--- src/rtl/cle_pkg.sv ---
// cle_pkg: decode window and deserializer state type shared by the CLE06 SDRD consumer.
package cle_pkg;
    localparam logic CLE_WIN_BA13 = 1'b0;
    localparam logic CLE_WIN_BA12 = 1'b1;
    typedef enum logic [1:0] {IDLE, SHIFT, ABORT} cle_deser_state_e;
endpackage

--- src/rtl/cle_bus_sync.sv ---
// cle_bus_sync: synchronises the async bus-snoop inputs and turns each qualified read into a one-clk sample event.
module cle_bus_sync
    import cle_pkg::*;
#(
    parameter int STAGES = 2
) (
    input  logic clk,
    input  logic rst_n,
    input  logic sser_n_i,
    input  logic ba13_i,
    input  logic ba12_i,
    input  logic br_w_i,
    input  logic sdrd_i,
    output logic sample_evt_o,
    output logic sdrd_s_o
);
    logic [STAGES-1:0] sser_q, ba13_q, ba12_q, brw_q, sdrd_q;
    logic qual, qual_q;
    always_ff @(posedge clk or negedge rst_n) begin
        if (!rst_n) begin
            sser_q <= '0;
            ba13_q <= '0;
            ba12_q <= '0;
            brw_q  <= '0;
            sdrd_q <= '0;
            qual_q <= 1'b0;
        end else begin
            sser_q <= {sser_q[STAGES-2:0], sser_n_i};
            ba13_q <= {ba13_q[STAGES-2:0], ba13_i};
            ba12_q <= {ba12_q[STAGES-2:0], ba12_i};
            brw_q  <= {brw_q[STAGES-2:0], br_w_i};
            sdrd_q <= {sdrd_q[STAGES-2:0], sdrd_i};
            qual_q <= qual;
        end
    end
    assign qual = ~sser_q[STAGES-1] & (ba13_q[STAGES-1] == CLE_WIN_BA13)
                & (ba12_q[STAGES-1] == CLE_WIN_BA12) & brw_q[STAGES-1];
    assign sample_evt_o = qual & ~qual_q;
    assign sdrd_s_o     = sdrd_q[STAGES-1];
endmodule

--- src/rtl/cle_sdrd_deserializer.sv ---
// cle_sdrd_deserializer: assembles one SDRD bit per qualified CPU read into words,
// with a valid/ready holding register, sticky overrun and inter-bit timeout abort.
module cle_sdrd_deserializer
    import cle_pkg::*;
#(
    parameter int WORD_W      = 8,
    parameter bit MSB_FIRST   = 1'b1,
    parameter int TIMEOUT     = 1023,
    parameter int SYNC_STAGES = 2
) (
    input  logic              clk,
    input  logic              rst_n,
    input  logic              sser_n,
    input  logic [9:0]        ba,
    input  logic              br_w,
    input  logic              sdrd,
    output logic [WORD_W-1:0] word_data,
    output logic              word_valid,
    input  logic              word_ready,
    output logic [4:0]        bit_count,
    output logic              overrun,
    output logic              timeout,
    input  logic              clr_flags
);
    localparam logic [15:0] TMO = 16'(TIMEOUT);
    cle_deser_state_e  state_q;
    logic [WORD_W-1:0] shift_q, shift_d, data_q;
    logic [4:0]        cnt_q;
    logic [15:0]       tmo_q;
    logic              valid_q, ovr_q, pulse_q, evt, sd, last, done;
    logic              unused_ba;
    assign unused_ba = ^ba[7:0];
    cle_bus_sync #(.STAGES(SYNC_STAGES)) u_sync (
        .clk          (clk),
        .rst_n        (rst_n),
        .sser_n_i     (sser_n),
        .ba13_i       (ba[9]),
        .ba12_i       (ba[8]),
        .br_w_i       (br_w),
        .sdrd_i       (sdrd),
        .sample_evt_o (evt),
        .sdrd_s_o     (sd)
    );
    // shift_q is zero outside a word, so the first bit needs no special case
    assign shift_d = MSB_FIRST ? {shift_q[WORD_W-2:0], sd} : {sd, shift_q[WORD_W-1:1]};
    assign last    = cnt_q == 5'(WORD_W - 1);
    assign done    = evt && (state_q == SHIFT) && last;
    always_ff @(posedge clk or negedge rst_n) begin
        if (!rst_n) begin
            state_q <= IDLE;
            shift_q <= '0;
            data_q  <= '0;
            cnt_q   <= '0;
            tmo_q   <= '0;
            valid_q <= 1'b0;
            ovr_q   <= 1'b0;
            pulse_q <= 1'b0;
        end else begin
            pulse_q <= 1'b0;
            case (state_q)
                SHIFT: begin
                    if (evt) begin
                        tmo_q   <= '0;
                        shift_q <= last ? '0 : shift_d;
                        cnt_q   <= last ? 5'd0 : cnt_q + 5'd1;
                        state_q <= last ? IDLE : SHIFT;
                    end else if (tmo_q == TMO - 16'd1) begin
                        tmo_q   <= TMO;
                        shift_q <= '0;
                        cnt_q   <= '0;
                        pulse_q <= 1'b1;
                        state_q <= ABORT;
                    end else begin
                        tmo_q <= tmo_q + 16'd1;
                    end
                end
                default: begin
                    tmo_q   <= '0;
                    shift_q <= evt ? shift_d : '0;
                    cnt_q   <= evt ? 5'd1 : 5'd0;
                    state_q <= evt ? SHIFT : IDLE;
                end
            endcase
            // a full holding register only takes the new word if it is drained in the same clk
            if (done && (!valid_q || word_ready)) begin
                data_q  <= shift_d;
                valid_q <= 1'b1;
            end else if (valid_q && word_ready) begin
                valid_q <= 1'b0;
            end
            ovr_q <= (done && valid_q && !word_ready) || (ovr_q && !clr_flags);
        end
    end
    assign word_data  = data_q;
    assign word_valid = valid_q;
    assign bit_count  = cnt_q;
    assign overrun    = ovr_q;
    assign timeout    = pulse_q;
endmodule

--- config.mk ---
export PLATFORM = sky130hd
export DESIGN_NAME = cle_sdrd_deserializer
export DESIGN_NICKNAME = d
export VERILOG_FILES = /design/src/rtl/cle_pkg.sv /design/src/rtl/cle_bus_sync.sv /design/src/rtl/cle_sdrd_deserializer.sv
export SDC_FILE = /design/constraint.sdc
export NUM_CORES = 1
export LEC_CHECK = 0
export BUFFER_PORTS_ARGS = -buffer_cell sky130_fd_sc_hd__buf_2
export CAP_MARGIN = 10
export CORE_MARGIN = 2
export CORE_UTILIZATION = 59
export DETAILED_ROUTE_END_ITERATION = 7
export GPL_TIMING_DRIVEN = 0
export PLACE_DENSITY = 0.83
export SYNTH_ARGS = -nofsm -noshare
export SYNTH_HDL_FRONTEND = slang
export SYNTH_SLANG_ARGS = --single-unit
--- constraint.sdc ---
create_clock -name clk -period 4.45 [get_ports clk]
set_input_delay 0.445 -clock clk [delete_from_list [all_inputs] [get_ports clk]]
set_output_delay 0.445 -clock clk [all_outputs]
set_load 0.005 [all_outputs]
* After elaboration in Yosys (flattened, before gate mapping)
Cells that the tools add are included.
Widths: inputs -> output; s select.
** Operators by class
- Order comparisons :: 0
- Divide/modulo/power cells :: 0
- Bitwise logic cells :: 7
- Reduce and logical (&&, ||, !) cells :: 13
- Multiplexer cells :: 23
- $mul :: 0
- Shifts and indexed selects :: 0
- Equal/unequal tests :: 4
- $add $sub $neg :: 2
** Operators by type and width (number)
- $mux 16 :: 3
- $mux 7 :: 5
- $mux 5 :: 4
- $add 16x1->16 const B :: 1
- $eq 16x10->1 const B :: 1
- $mux 1 :: 8
- $logic_and 1x1->1 :: 7
- $mux 2 :: 3
- $add 5x1->5 const B :: 1
- $eq 5x3->1 const B :: 1
- $and 1x1->1 :: 4
- $logic_not 1->1 :: 3
- $ne 3x2->1 const B :: 1
- $not 1->1 :: 3
- $eq 2x1->1 const B :: 1
- $logic_or 1x1->1 :: 2
- $reduce_bool 2->1 :: 1
** Word-level totals
- Bits in read-only memories :: 0
- Word-level logic and storage cells :: 63
- RAM bits :: 0
- Bits in latches :: 0
- Flip-flop bits (word level) :: 52
- Memories :: 0
- Input bits :: 17
- Output and inout port bits :: 16

* Longest topological paths before layout
- Word-level depth :: 10
- Gate-level depth with buffers :: 8
- Gate-level depth less buffers :: 6

* Hierarchy
A second synthesis with hierarchy kept.
** Second synthesis, totals
- Cells, all modules :: 175
- Area total of the unflattened synthesis :: 2145.8 um^2
** By module, submodules not included
- cle_sdrd_deserializer :: instances 1, cells an instance 162, sequential area each 1026.0 um^2, area each 1849.3 um^2
- cle_bus_sync :: instances 1, cells an instance 13, sequential area each 275.3 um^2, area each 296.5 um^2

* Least setup slack after synthesis
No wires, ideal clock.
- Path type :: register to register
- Start point :: register tmo_q[0]
- End point :: register state_q[0]
- Library setup time :: 0.124 ns
- Slack :: 2.314 ns
- Required time :: 4.326 ns
- Arrival time :: 2.012 ns
- Cell stages (with the launch flop) :: 9
- Path buffers :: 2
- Clock period less this slack :: 2.136 ns
- Path through :: dfrtp_1 inv_1 ha_1 or3b_2 or4_1 buf_2 nor2b_4 buf_6 or2_1
** Between the ends
- Word-level cells in the longest chain between the ends :: 2
** RTL lines
- start: declaration :: RTL line cle_sdrd_deserializer.sv:29 : logic [15:0] tmo_q;
- start signal: assignment :: RTL line cle_sdrd_deserializer.sv:74 : tmo_q <= tmo_q + 16'd1;
- $eq 16x10->1 :: RTL line cle_sdrd_deserializer.sv:67 : end else if (tmo_q == TMO - 16'd1) begin
- $ne 3x2->1 (no source line)
- end signal: assignment :: RTL line cle_sdrd_deserializer.sv:66 : state_q <= last ? IDLE : SHIFT;
- end signal: assignment :: RTL line cle_sdrd_deserializer.sv:81 : state_q <= evt ? SHIFT : IDLE;
- end: declaration :: RTL line cle_sdrd_deserializer.sv:26 : cle_deser_state_e state_q;
Every way passes these cells.
A chain may end at the register's enable or synchronous reset.

* Worst setup path in the final report
Ends and elaborated chain as after synthesis.

==> out/results.ini <==
[run_status]
outcome=complete, no violations

[synthesis]
synth_compound_area_frac=0.0832
synth_top_area_share=0.618
synth_top_area_cell=dfrtp_1
synthTopCellsByArea=dfrtp_1 62%, xnor2_1 5.4%, a22o_1 3.7%, mux2_2 3.7%, a21oi_1 2.4%
postSynthCellCount=172
yosys-top-cells-count=52 x dfrtp_1, 13 x xnor2_1, 12 x nor2_1
synth_nets=192
yosys_warnings=0
ys_types=34
synth-adder-area-share=0.0178
ys_async_sr_fraction=1.00
syn_avg_cell_area_um2=12.2
synth_edf_count=0
synth-main-ff-cell=dfrtp_1
synth-seq-cells=52
muxShareOfSynthArea=0.0428
synth.most_common_cell=dfrtp_1
synthSimpleGateAreaFrac=0.156
yosysSeqAreaShare=0.618
synth_top_family_by_area=simple AND/OR/NAND/NOR gates
syn_area_um2=2100
synth_xor_area_frac=0.0541

[grt]
grt_overflow=0
grt_max_degree=53
use_met1=0.268
grt_pass1_wl_um=6610
met3_usage=0.0589
grtUsageTotal=0.211
antenna_found_initial=0
grt_pass1_vias=1470
use_met2=0.349
grt_busiest_layer=met2

[flow_run]
max_cap_violations=0

[power]
power_density_nw_per_um2=326
finalPower_mw=0.759
switchingPower_mw=0.190
seqPwrFrac=0.658
cell_internal_pwr_mw=0.569
ir_drop_mv=0.198
p_sw_frac=0.251
power_frac_clock=0.254
p_leak_nw=1.14
combinationalPowerShare=0.087

[placement]
place_area_um2=2280
io_buffers=24
post-place-cells=242
gp_congestion=0.805
post-place-ws_ps=2170
hpwl_um=2670

[routing]
antenna_left=0
firstDrtPassIters=4
drc=0
vias_per_cell=5.61
num_vias=1396
drt-total-wl_um=3700
initialDrtViolationCount=99
wl_per_cell_um=14.8

[worst_setup_path]
rr_worst_depth=8
path_cells=inv_1, ha_1, or3b_2, or4_1, buf_2, nor2b_4, buf_6, or2_1
path_max_fanout=10
startpoint_type=flop
critPathSlowestCell=dfrtp_1
crit_family=simple AND/OR/NAND/NOR gates
crit_required_ps=4700
cp_slowest_stage_delay_ps=450
timing.rr.end=state_q[0]
r2r_setup_slack_ps=2160
cp.depth=8
cp_data_arrival_time_ps=2540
critPathCapture=state_q[0]
crit_path_start=tmo_q[0]
critPathKind=flop to flop
regToRegStartpoint=tmo_q[0]
end_kind=flop
worst-path-buf-inv=3

[cells_and_area]
drive_gt1_frac=0.212
instances_no_fill=249
design_area_um2=2330
regArea_um2=1300
fillCellCount=245
utilization=0.688
nets=223
areaGrowthSynthToFinish_pct=10.8
multi_input_area_um2=746
diodes=0

[worst_hold_path]
hp-class=primary input to flop
hold_start=ba[9]

[clock_tree]
post_cts_buffers=0
cts_resized=0
clkTransAtPathRegs_ps=130
clock-sinks=52
cts_tree=built
clk_path_buf_depth=2
cts-root-buf=clkbuf_4
cts_hold_repair.buffers=0
cts_buffers=5
clk-insertion-delay-late_ps=360
htreeDepth=2

[timing]
fin_hold_ws_ps=186
slew_violations=0
fin_crit_sh=0.514
hold_viol_final=0
rsz0062_at_grt=no
period_needed_ps=2290
worst_pin_slew_ps=1090
setup_viol=0
setup_tns_ps=0
fmax_mhz=437
clock_skew_ps=8.62
max_slew_margin=0.275
final.setup.worst_slack_ps=2160

[die]
initial_core_util=0.621
core_area_um2=3390
die_area_um2=4060
fp-row-count=21
die_width_um=63.7
pin_count=33
die_h_um=63.7

layer usage:
layer  share of wire  wire, µm
met1            0.43      1590
met2            0.51      1870
met3           0.045       166
met4           0.017        63
met5               0         0
how the worst min path moves through the flow:
stage | endpoint | depth (start not counted)
finish | u_sync.ba13_q[0] | 1
floorplan | bit_count[0] | 0
CTS | u_sync.sdrd_q[0] | 1
global placement | u_sync.sser_q[1] | 0
global route | u_sync.brw_q[0] | 1
detailed placement | u_sync.brw_q[1] | 0
flip-flops by register name, indices dropped and copies added, names as in the netlist:
name / cells
word_valid: 1
u_sync.sdrd_q: 2
shift_q: 7
bit_count: 5
u_sync.qual_q: 1
u_sync.sser_q: 2
state_q: 2
tmo_q: 16
overrun: 1
u_sync.brw_q: 2
u_sync.ba13_q: 2
timeout: 1
u_sync.ba12_q: 2
word_data: 8
layout by cell type (no fill, tap or decap), types with 2 or more instances in the layout:
cell,netlist,final
nand2_1,6,6
a22o_1,9,9
nand3_1,7,7
nor3_1,5,5
dfrtp_1,52,52
nand2b_1,2,2
xnor2_1,13,13
nor2b_1,2,2
nor4_1,4,4
and3_1,4,4
nor3b_1,2,2
inv_1,6,6
a21oi_1,10,10
a211o_1,3,3
nor2_1,12,12
clkbuf_4,0,5
nand4_1,5,5
ha_1,3,3
buf_1,2,2
mux2_2,7,7
clkbuf_1,3,3
or4_1,2,2
buf_2,1,25
cell type report:
class	count	area share
flip-flops and latches	52	0.558
multi-input cells	107	0.320
repair buffers	24	0.0515
well taps	46	0.0247
clock buffers	5	0.0161
plain buffers	7	0.0150
inverters	6	0.00966
clock inverters	2	0.00536
cell families after synthesis:
kind of cell,Yosys count
AND/OR/NAND/NOR,58
multiplexers,8
flip-flops,52
adder cells (fa/ha/maj),3
AO/OA/AOI/OAI,25
buffers and inverters,13
XOR/XNOR,13
worst register-to-register path, cell delays in order, from the launching register on:
cell,delay [ps]
dfrtp_1,450
inv_1,80
ha_1,140
or3b_2,420
or4_1,390
buf_2,160
nor2b_4,150
buf_6,170
or2_1,230
power groups by stage:
stage	logic [mW]	registers (mW)	clock network, mW
after CTS	0.0673	0.500	0.198
after detailed placement	0.0668	0.509	0
after global routing	0.0759	0.503	0.219
final	0.0661	0.500	0.193
after floorplan	0.0420	0.505	0
after global placement	0.0623	0.507	0
Power figures use the tool's default switching activity.
